==> config.mk <==
export PLATFORM = sky130hd
export DESIGN_NAME = alu_serial_seq
export DESIGN_NICKNAME = d
export VERILOG_FILES = /design/src/rtl/alu_pkg.sv /design/src/rtl/alu_bit_slice.sv /design/src/rtl/alu_serial_seq.sv
export SDC_FILE = /design/constraint.sdc
export NUM_CORES = 1
export LEC_CHECK = 0
export ABC_AREA = 1
export BUFFER_PORTS_ARGS = -buffer_cell sky130_fd_sc_hd__buf_4
export CORE_MARGIN = 3
export CORE_UTILIZATION = 40
export DETAILED_ROUTE_END_ITERATION = 8
export REMOVE_ABC_BUFFERS = 1
export SLEW_MARGIN = 10
export SYNTH_ARGS = -nofsm -noshare
export SYNTH_HDL_FRONTEND = slang
export SYNTH_HIERARCHICAL = 1
export SYNTH_SLANG_ARGS = --single-unit
==> constraint.sdc <==
create_clock -name clk -period 4 [get_ports clk]
set_clock_uncertainty 0.15 [all_clocks]
set_input_delay 0 -clock clk [delete_from_list [all_inputs] [get_ports clk]]
set_output_delay 0 -clock clk [all_outputs]
set_load 0.02 [all_outputs]
==> src/rtl/alu_pkg.sv <==
// Shared opcode constants, FSM state encoding and opcode helpers for the
// bit-serial ALU.
package alu_pkg;

    localparam logic [2:0] OP_AND = 3'b000;
    localparam logic [2:0] OP_OR  = 3'b001;
    localparam logic [2:0] OP_ADD = 3'b010;
    localparam logic [2:0] OP_SUB = 3'b011;
    localparam logic [2:0] OP_SLT = 3'b111;

    typedef enum logic [1:0] {
        IDLE  = 2'b00,
        SHIFT = 2'b01,
        DONE  = 2'b10
    } state_t;

    function automatic logic is_valid_op(input logic [2:0] op);
        return (op == OP_AND) || (op == OP_OR) || (op == OP_ADD) ||
               (op == OP_SUB) || (op == OP_SLT);
    endfunction

    // Subtract and compare both run a + ~b + 1 through the adder.
    function automatic logic needs_invert(input logic [2:0] op);
        return (op == OP_SUB) || (op == OP_SLT);
    endfunction

endpackage

==> src/rtl/alu_bit_slice.sv <==
// One-bit ALU slice: AND / OR / full-adder sum / pass-through of 'less'.
// The carry is always the full-adder carry, regardless of sel.
module alu_bit_slice (
    input  logic       a,
    input  logic       b,
    input  logic       carry_in,
    input  logic       less,
    input  logic [1:0] sel,
    output logic       result,
    output logic       carry_out
);

    always_comb begin
        result = 1'b0;
        case (sel)
            2'b00:   result = a & b;
            2'b01:   result = a | b;
            2'b10:   result = a ^ b ^ carry_in;
            default: result = less;
        endcase
    end

    assign carry_out = (a & b) | (carry_in & (a ^ b));

endmodule

==> src/rtl/alu_serial_seq.sv <==
// Bit-serial ALU: captures operands on start, feeds one bit per clock (LSB
// first) through a single alu_bit_slice, then pulses done with result/flags.
module alu_serial_seq #(
    parameter int WIDTH = 32
) (
    input  logic             clk,
    input  logic             reset,
    input  logic             start,
    input  logic [WIDTH-1:0] a,
    input  logic [WIDTH-1:0] b,
    input  logic [2:0]       alu_op,
    output logic             busy,
    output logic             done,
    output logic [WIDTH-1:0] result,
    output logic             carry_out,
    output logic             zero,
    output logic             op_err
);
    import alu_pkg::*;

    localparam int CW = $clog2(WIDTH);

    state_t           state, state_nxt;
    logic [WIDTH-1:0] a_sh, b_sh;
    logic [2:0]       op_q;
    logic [CW-1:0]    count;
    logic             carry_q;

    logic             b_bit, slice_res, slice_cout, last, slt_bit;
    logic [1:0]       sel;
    logic [WIDTH-1:0] result_shift, result_fin;

    assign b_bit = b_sh[0] ^ needs_invert(op_q);
    // SUB shares the adder path; the '11' leg of the slice is reserved for SLT.
    assign sel   = (op_q == OP_SUB) ? 2'b10 : op_q[1:0];
    assign last  = (count == CW'(WIDTH - 1));

    alu_bit_slice u_slice (
        .a         (a_sh[0]),
        .b         (b_bit),
        .carry_in  (carry_q),
        .less      (1'b0),
        .sel       (sel),
        .result    (slice_res),
        .carry_out (slice_cout)
    );

    // sum_msb ^ overflow, where overflow = carry into MSB ^ carry out of MSB.
    assign slt_bit      = (a_sh[0] ^ b_bit ^ carry_q) ^ (carry_q ^ slice_cout);
    assign result_shift = {slice_res, result[WIDTH-1:1]};
    assign result_fin   = (op_q == OP_SLT) ? {{(WIDTH-1){1'b0}}, slt_bit} : result_shift;

    always_ff @(posedge clk or posedge reset) begin
        if (reset) state <= IDLE;
        else       state <= state_nxt;
    end

    always_comb begin
        state_nxt = state;
        busy      = 1'b0;
        done      = 1'b0;
        case (state)
            IDLE: if (start) state_nxt = is_valid_op(alu_op) ? SHIFT : DONE;
            SHIFT: begin
                busy = 1'b1;
                if (last) state_nxt = DONE;
            end
            DONE: begin
                done      = 1'b1;
                state_nxt = IDLE;
            end
            default: state_nxt = IDLE;
        endcase
    end

    always_ff @(posedge clk or posedge reset) begin
        if (reset) begin
            a_sh      <= '0;
            b_sh      <= '0;
            op_q      <= '0;
            count     <= '0;
            carry_q   <= 1'b0;
            result    <= '0;
            carry_out <= 1'b0;
            zero      <= 1'b0;
            op_err    <= 1'b0;
        end else begin
            case (state)
                IDLE: if (start) begin
                    a_sh    <= a;
                    b_sh    <= b;
                    op_q    <= alu_op;
                    count   <= '0;
                    carry_q <= needs_invert(alu_op);
                    if (!is_valid_op(alu_op)) begin
                        result    <= '0;
                        carry_out <= 1'b0;
                        zero      <= 1'b1;
                        op_err    <= 1'b1;
                    end else begin
                        op_err    <= 1'b0;
                    end
                end
                SHIFT: begin
                    a_sh    <= a_sh >> 1;
                    b_sh    <= b_sh >> 1;
                    carry_q <= slice_cout;
                    count   <= count + 1'b1;
                    if (last) begin
                        result    <= result_fin;
                        zero      <= (result_fin == '0);
                        carry_out <= ((op_q == OP_ADD) || (op_q == OP_SUB)) ? slice_cout : 1'b0;
                    end else begin
                        result    <= result_shift;
                    end
                end
                default: ;
            endcase
        end
    end

endmodule

# Yosys cells after proc, flatten, opt, wreduce, memory -nomap -nowiden
# Index checks and enable logic that the tools add are counted.
[classes] n_addsub=1 eq_ne=15 mux=31 bitwise_logic=9 n_reduce_logical=17
[ops] cell="$mux 32" n=6
[ops] cell="$pmux 32 s2" n=3
[ops] cell="$logic_not 32->1" n=1
[ops] cell="$eq 3x2->1 const B" n=4
[ops] cell="$mux 1" n=11
[ops] cell="$pmux 5 s2" n=1
[ops] cell="$mux 2" n=4
[ops] cell="$logic_or 1x1->1" n=7
[ops] cell="$eq 3x3->1 const B" n=2
[ops] cell="$ne 2x2->1 const B" n=3
[ops] cell="$pmux 1 s2" n=3
[ops] cell="$reduce_and 2->1" n=3
[ops] cell="$add 5x1->5 const B" n=1
[ops] cell="$eq 5x5->1 const B" n=1
[ops] cell="$mux 5" n=1
[ops] cell="$xor 1x1->1" n=5
[ops] cell="$eq 2x1->1 const B" n=2
[ops] cell="$eq 2x2->1 const B" n=2
[ops] cell="$logic_not 2->1" n=2
[ops] cell="$pmux 2 s2" n=1
[ops] cell="$reduce_and 4->1" n=1
[ops] cell="$eq 3x1->1 const B" n=1
[ops] cell="$logic_not 3->1" n=1
[ops] cell="$pmux 1 s3" n=1
[ops] cell="other kinds (4)" n=6
[word_totals] regBits=110 input_bits=70 output_inout_bits=37

# Logic depth before layout (Yosys ltp)
# Gate-level depths: netlist of run 1.
[depth] ltp_word=12 mapped_depth=14 mapped_depth_nobuf=14

# Hierarchy
# Netlist of run 1, hierarchy kept.
[modules_own_cells] module="alu_serial_seq" instances=1 cells_each=495 area_per_inst_um2=4802.1
[modules_own_cells] module="alu_bit_slice" instances=1 cells_each=18 area_per_inst_um2=103.8

# Worst setup path after synthesis of run 1
# Ideal clock, no wire load.
[synth_path] path_type="register to register" startpoint="register op_q[1]" endpoint="register zero" setup_ns=0.071 arrival_time_ns=1.864 t_required_ns=3.779 slack_ns=1.914 stages_incl_launch_ff=15 path_buffers=0 period_less_slack_ns=2.086 cell_sequence="dfrtp_1 > nand2_1 > xor2_1 > inv_1 > fa_1 > nand2_1 > nand3_1 > nand2_1 > inv_1 > nand3_1 > nor2_1 > nand2_1 > nor2_1 > nor2_1 > nor2_1"
[synth_between] word_cells_on_any_way=21
[synth_rtl] item="start, declared" line="alu_serial_seq.sv:25" source="logic [2:0] op_q;"
[synth_rtl] item="start signal, assigned" line="alu_serial_seq.sv:92" source="op_q <= alu_op;"
[synth_rtl] item="$eq 3x2->1 or $eq 3x3->1 (tied branches)" line="alu_pkg.sv:24" source="return (op == OP_SUB) || (op == OP_SLT);"
[synth_rtl] item="$logic_or 1x1->1 (*)" line="alu_pkg.sv:24"
[synth_rtl] item="$xor 1x1->1 (*)" line="alu_serial_seq.sv:33" source="assign b_bit = b_sh[0] ^ needs_invert(op_q);"
[synth_rtl] item="named net b_bit" line="alu_serial_seq.sv:29" source="logic b_bit, slice_res, slice_cout, last, slt_bit;"
[synth_rtl] item="$xor 1x1->1 (2 in a row)" line="alu_bit_slice.sv:18" source="2'b10: result = a ^ b ^ carry_in;"
[synth_rtl] item="$pmux 1 s3 (*)" line="alu_bit_slice.sv:15" source="case (sel)"
[synth_rtl] item="named net slice_res" line="alu_serial_seq.sv:29"
[synth_rtl] item="$mux 32 (*)" line="alu_serial_seq.sv:51" source="assign result_fin = (op_q == OP_SLT) ? {{(WIDTH-1){1'b0}}, slt_bit} : result_shift;"
[synth_rtl] item="$logic_not 32->1 (*)" line="alu_serial_seq.sv:111" source="zero <= (result_fin == '0);"
[synth_rtl] item="$mux 1 (*)" line="alu_serial_seq.sv:109" source="if (last) begin"
[synth_rtl] item="$pmux 1 s2 (*)" line="alu_serial_seq.sv:88" source="case (state)"
[synth_rtl] item="end signal, assigned" line="alu_serial_seq.sv:111"
[synth_rtl] item="end, declared" line="alu_serial_seq.sv:16" source="output logic zero,"
# Mark *: on every way through the listed nets, which the timed path passes. The rest lies on a longest branch. The select of a mux whose other input is x is not followed.
# A chain may end at the register's enable or synchronous reset.

# Worst setup path after layout of run 1
[layout_path] startpoint="register state[0]" endpoint="register result[16]"
[layout_between] elab_chain_cells=3 word_cells_on_any_way=7
[layout_rtl] item="start, declared" line="alu_serial_seq.sv:23" source="state_t state, state_nxt;"
[layout_rtl] item="start signal, assigned" line="alu_serial_seq.sv:55" source="else state <= state_nxt;"
[layout_rtl] item="$logic_not 2->1 or $eq 2x1->1 (tied branches)" line="alu_serial_seq.sv:88"
[layout_rtl] item="$ne 2x2->1 (no source line) or $reduce_bool 2->1 (tied branches)"
[layout_rtl] item="$reduce_and 3->1 (no source line)"
[layout_rtl] item="end signal, assigned" line="alu_serial_seq.sv:110" source="result <= result_fin;"
[layout_rtl] item="end signal, assigned" line="alu_serial_seq.sv:114" source="result <= result_shift;"
[layout_rtl] item="end, declared" line="alu_serial_seq.sv:14" source="output logic [WIDTH-1:0] result,"
# Several ways; a longest one is shown, not always the timed one.

==> metrics.yaml, run 1 <==
arrival_ns: 2.50
grt_use_total_pct: 17.4
yosysWarnings: 6
ctsResizeCount: 0
die_h_um: 117
crit_path_start: "state[0]"
fp-row-count: 39
swShare_pct: 40.5
firstDrtPassIters: 5
synth.avg_cell_area_um2: 9.56
drcViolationCount: 0
synth-edff-count: 0
async_reset_ff_share_pct: 100
cp_data_required_time_ns: 4.04
clock_latency_ns: 0.34
final-seq-area_um2: 2750
crit_path_max_incr_delay_ns: 0.49
synth_common_cells: "nor2_1, dfrtp_1, o22ai_1, inv_1, nand2_1"
synth.ff_latch_count: 110
rsz0062_at_grt: "false"
core_um2: 11700
multi_input_area_um2: 1690
grt.overflow.total: 0
antenna_cells: 0
cap_violations: 0
seqPwrFrac_pct: 37.8
drt_iter0_drc: 257
cts_setup_buffers: 0
path_cells: "nand2_4 -> nand2_4 -> nand2_1 -> inv_2 -> o22ai_1"
slew_headroom_pct: 30.8
synth.cell_area_um2: 4910
hp-start: "a[7]"
status: "completed"
synthFlopType: "dfrtp_1"
final_cells: 828
fin_ws_ns: 1.54
area_delta_synth_final_pct: 37.0
p_int_mw: 2.99
cts_buffers: 9
clockPowerShare_pct: 18.4
worst_path_max_delay_cell: "dfrtp_1"
hold_viol_final: 0
fin_nets: 755
cts.htree.levels: 3
cts_sinks: 110
place_hpwl_um: 7000
slew_viol_final: 0
crit_type: "reg -> reg"
cts_max_path_buffers: 2
yosysMostFrequentCell: "nor2_1"
fin_crit_ns: 2.46
yosysTopAreaCellShare_pct: 56.1
worst_pin_slew_ns: 1.04
cts_tree: "built"
grt_first_pass_wirelength_um: 19200
antenna_found_initial: 0
drive_gt1_share_pct: 23.4
pre_cts_ws_ns: 1.53
ant_nets: 0
dp.cells: 738
fp.dieW_um: 117
hp-class: "in -> reg"
synth_area_leaders: "dfrtp_1, nor2_1, o22ai_1, inv_1, buf_6"
place_congestion: 0.775
endpoint_kind: "flip-flop"
p_switching_mw: 2.04
worstReg2RegStart: "state[0]"
cts.clk_slew.worst_paths_ns: 0.07
ys_types: 30
wl_um: 11500
io_buffers: 106
synth_cells: 513
fillers: 1030
finalCritPeriodShare_pct: 61.5
start_kind: "flip-flop"
grt_pass1_vias: 4029
grt_max_degree: 87
worst-path-max-fanout: 68
initial_core_util_pct: 41.9
crit_path_frequent_cell: "nand2_4"
vias_per_cell: 5.03
cts_root_buf: "clkbuf_16"
power_leakage_nw: 3.07
synth_top_area_cell: "dfrtp_1"
wl_per_cell_um: 13.9
io_pins: 107
tns_ns: 0
ctsHoldBuffers: 74
dr_total_vias: 4163
p_total_mw: 5.03
peakVddDrop_mv: 0.512
synth_seq_area_share_pct: 56.1
timing.fmax_mhz: 407
setup_viol_count_final: 0
dieArea_um2: 13600
power_per_cell_area_nw_per_um2: 748
pwr-share-comb_pct: 43.7
per-stage QoR:
stage	utilization, %	area [µm²]	hold slack [ns]
after CTS	57.4	6720	0.273
after global routing	57.4	6720	0.287
after detailed placement	48.4	5670	0.0699
final	57.4	6720	0.287
after floorplan	-	4670	-0.0333
after global placement	48.4	5670	0.0682
layout make-up:
type	instances	area share, %
Clock buffer	12	3.82
Clock inverter	4	0.819
Inverter	57	3.31
Multi-Input combinational cell	319	25.2
Sequential cell	110	41.0
Tap cell	143	2.66
Timing Repair Buffer	183	23.2
worst max-delay path, delay by kind of cell (launching register included):
kind	cells	cell delay (ns)
compound gates	1	0.14
buf+inv	1	0.41
simple gates	3	1.10
flops	1	0.49
registers in the layout, summed over array words and instances, names as in the netlist:
signal,flops
op_q,3
carry_q,1
count,5
zero,1
result,32
b_sh,32
state,2
a_sh,32
op_err,1
carry_out,1
cell usage in the layout, fill, tap and decap left out, types with 5 or more instances in the layout:
master	count
nand3_1	8
nor2_1	136
nand2_1	35
dlygate4sd3_1	74
a21oi_1	9
nor2_2	11
dfrtp_1	110
o21ai_0	5
clkbuf_16	9
inv_1	51
o22ai_1	79
buf_4	109
o22ai_2	13
power by group through the flow:
stage	Combinational (mW)	Sequential (mW)	Clock, mW
6_report	2.20	1.90	0.927
4_1_cts	2.21	1.90	0.944
5_1_grt	2.48	1.97	0.990
3_5_place_dp	2.13	1.92	0
2_1_floorplan	1.33	2.02	0
3_3_place_gp	2.09	1.91	0
layer usage:
layer  vias up  share of wire, %  GRT usage, %
li1       2035                 -             -
met1      2003                47          23.8
met2       120                48          28.7
met3         5               5.5          3.58
met4         0              0.45          3.52
met5         -                 0             0
worst paths after layout:
check / cells past startpoint / slack (ns) / end
setup / recovery: 5 / 1.54 / result[16]
hold / removal: 4 / 0.29 / a_sh[7]
setup reg to reg: 5 / 1.54 / result[16]
hold reg to reg: 2 / 0.35 / op_err
max in group asynchronous: 4 / 2.42 / b_sh[1]
min in group asynchronous: 3 / 0.34 / b_sh[23]
kinds of logic after synthesis:
logic type / share of synthesized area, %
adder cells (fa/ha/maj): 1.43
XOR/XNOR: 0.179
buffers and inverters: 9.36
AO/OA/AOI/OAI: 16.6
AND/OR/NAND/NOR: 16.2
flip-flops: 56.1
other: 0.0764
Power figures use the tool's default switching activity.
==> inputs of run 2 (changes only) <==
==> constraint.sdc (replaced) <==
create_clock -name clk -period 2 [get_ports clk]
set_clock_uncertainty 0.15 [all_clocks]
set_input_delay 0 -clock clk [delete_from_list [all_inputs] [get_ports clk]]
set_output_delay 0 -clock clk [all_outputs]
set_load 0.02 [all_outputs]
==> run 2 against run 1 <==
The flow now finishes with violations (setup timing). Global-route usage increased by 0.82 points. Sequential power increased by 100%. Via count decreased by 0.67%. Register-to-register slack got worse by 1.6 ns. Wire length increased by 1.8%. Final cell count increased by 1.4%. Combinational power increased by 120%. Clock power increased by 73%. Largest cell class unchanged.
==> metrics.yaml, run 2 (synthesis results as in run 1) <==
slew_headroom_pct: 65.6  # +35 points
fin_nets: 768  # +1.7%
peakVddDrop_mv: 0.754  # +47%
cts_tree: "built"
fin_ws_ns: -0.0853  # -1.63 ns
finalCritPeriodShare_pct: 104  # +43 points
crit_type: "reg -> reg"
final-seq-area_um2: 2750  # unchanged
top_regs: "a_sh (32), b_sh (32), result (32)"
cts_max_path_buffers: 2  # unchanged
fin_crit_ns: 2.09  # -0.373 ns
dp.cells: 751  # +1.8%
crit_path_start: "op_q[0]"
cp_data_required_time_ns: 2.13  # -1.91 ns
io_buffers: 106  # unchanged
grt_use_total_pct: 18.2  # +0.82 points
hold_viol_final: 0  # unchanged
fillers: 1049  # +1.8%
tns_ns: -0.0853  # -0.0853 ns
dieArea_um2: 13600  # unchanged
grt_max_degree: 58  # -33%
io_pins: 107  # unchanged
pre_cts_ws_ns: -0.167  # -1.70 ns
cap_violations: 0  # unchanged
multi_input_area_um2: 1720  # +1.7%
hp-class: "in -> async"
worst-path-max-fanout: 2  # -97%
place_hpwl_um: 7350  # +5.0%
final_common_cell: "nor2_1"
grt_pass1_vias: 4107  # +1.9%
drcViolationCount: 0  # unchanged
status: "finished with violations"
drt_iter0_drc: 274  # +6.6%
r2r_cells: 14  # +9
cts.clk_slew.worst_paths_ns: 0.07  # about the same
endpoint_kind: "flip-flop"
fp-row-count: 39  # unchanged
violations: "setup timing"
holdWs_ns: 0.0322  # -0.255 ns
grt_first_pass_wirelength_um: 19600  # +2.6%
worst_pin_slew_ns: 0.516  # -0.522 ns
final_util_pct: 58.2  # +0.87 points
p_total_mw: 10.2  # +100%
cts_buffers: 9  # unchanged
ant_nets: 0  # unchanged
rsz0062_at_grt: "true"
power_leakage_nw: 3.13  # +1.9%
place_congestion: 0.816  # +5.3%
finalInstanceArea_um2: 6820  # +1.5%
layout_common_cells: "nor2_1, buf_4, dfrtp_1, o22ai_1, dlygate4sd3_1"
timing.fmax_mhz: 480  # +18%
core_um2: 11700  # unchanged
drive_gt1_share_pct: 27.0  # +3.6 points
cts_sinks: 110  # unchanged
placed_area_um2: 5800  # +2.4%
dr_total_vias: 4135  # -0.67%
initial_core_util_pct: 41.9  # unchanged
antenna_found_initial: 0  # unchanged
grt.overflow.total: 0  # unchanged
worstReg2RegStart: "op_q[0]"
firstDrtPassIters: 5  # unchanged
start_kind: "flip-flop"
die_h_um: 117  # unchanged
regToRegEndpoint: "zero"
vias_per_cell: 4.92  # -2.1%
arrival_ns: 2.21  # -0.29 ns
wl_per_cell_um: 14.0  # +0.37%
antenna_cells: 0  # unchanged
slew_viol_final: 0  # unchanged
setup_viol_count_final: 1  # +1
wl_um: 11700  # +1.8%
final_cells: 840  # +1.4%
ff2ff_setup_slack_ns: -0.09  # -1.63 ns
power_per_cell_area_nw_per_um2: 1500  # +100%
clock_latency_ns: 0.34  # about the same
fp.dieW_um: 117  # unchanged
area_delta_synth_final_pct: 39.0
cts.htree.levels: 3  # unchanged
cts_root_buf: "clkbuf_16"
==> run 2: worst max-delay path, cell delays in order, from the launching register on <==
cell and delay, ns:
dfrtp_1 0.38, nand2_2 0.10, xor2_2 0.18, inv_2 0.06, fa_1 0.47, nand2_1 0.05, nand3_1 0.06, nand2_1 0.07
inv_2 0.06, nand3_2 0.05, nor2_1 0.12, nand2_1 0.06, nor2_1 0.08, nor2_1 0.05, nor2_1 0.07
==> run 2: timing repair <==
item | in CTS | in global routing
endpoints found under the hold margin | 181 | 0
gates resized for setup | 1 | 13
hold buffers | 69 | 0
buffers inserted | 3 | 2
pin swaps | 12 | 3
gates cloned | 0 | 0
setup endpoints to repair | 2 | 26
==> run 2: how the worst max path moves through the flow <==
stage,endpoint
2_1_floorplan,a_sh[0]
6_report,zero
5_1_grt,zero
3_3_place_gp,zero
4_1_cts,zero
3_5_place_dp,zero
==> run 2: layout make-up <==
type                    count  share of cell area (%)
flip-flops and latches    110                    40.4
multi-input cells         319                    25.3
repair buffers            196                    24.7
clock buffers              11                    3.41
inverters                  57                    3.27
well taps                 143                    2.62
clock inverters             4                   0.367
==> run 2: where the power goes <==
group	internal (mW)	switching, mW	total (mW)
combinational	2.01	2.79	4.79
sequential	3.18	0.624	3.81
clock	0.835	0.768	1.60
total	6.02	4.18	10.2
==> run 2: layer usage <==
layer / wire length (µm) / share of wire [%] / up-vias / track usage (%)
li1: - / - / 2064 / -
met1: 5320 / 45 / 1942 / 23.4
met2: 5670 / 48 / 120 / 30.6
met3: 673 / 5.7 / 9 / 5.34
met4: 77 / 0.66 / 0 / 3.90
met5: 0 / 0 / - / 0
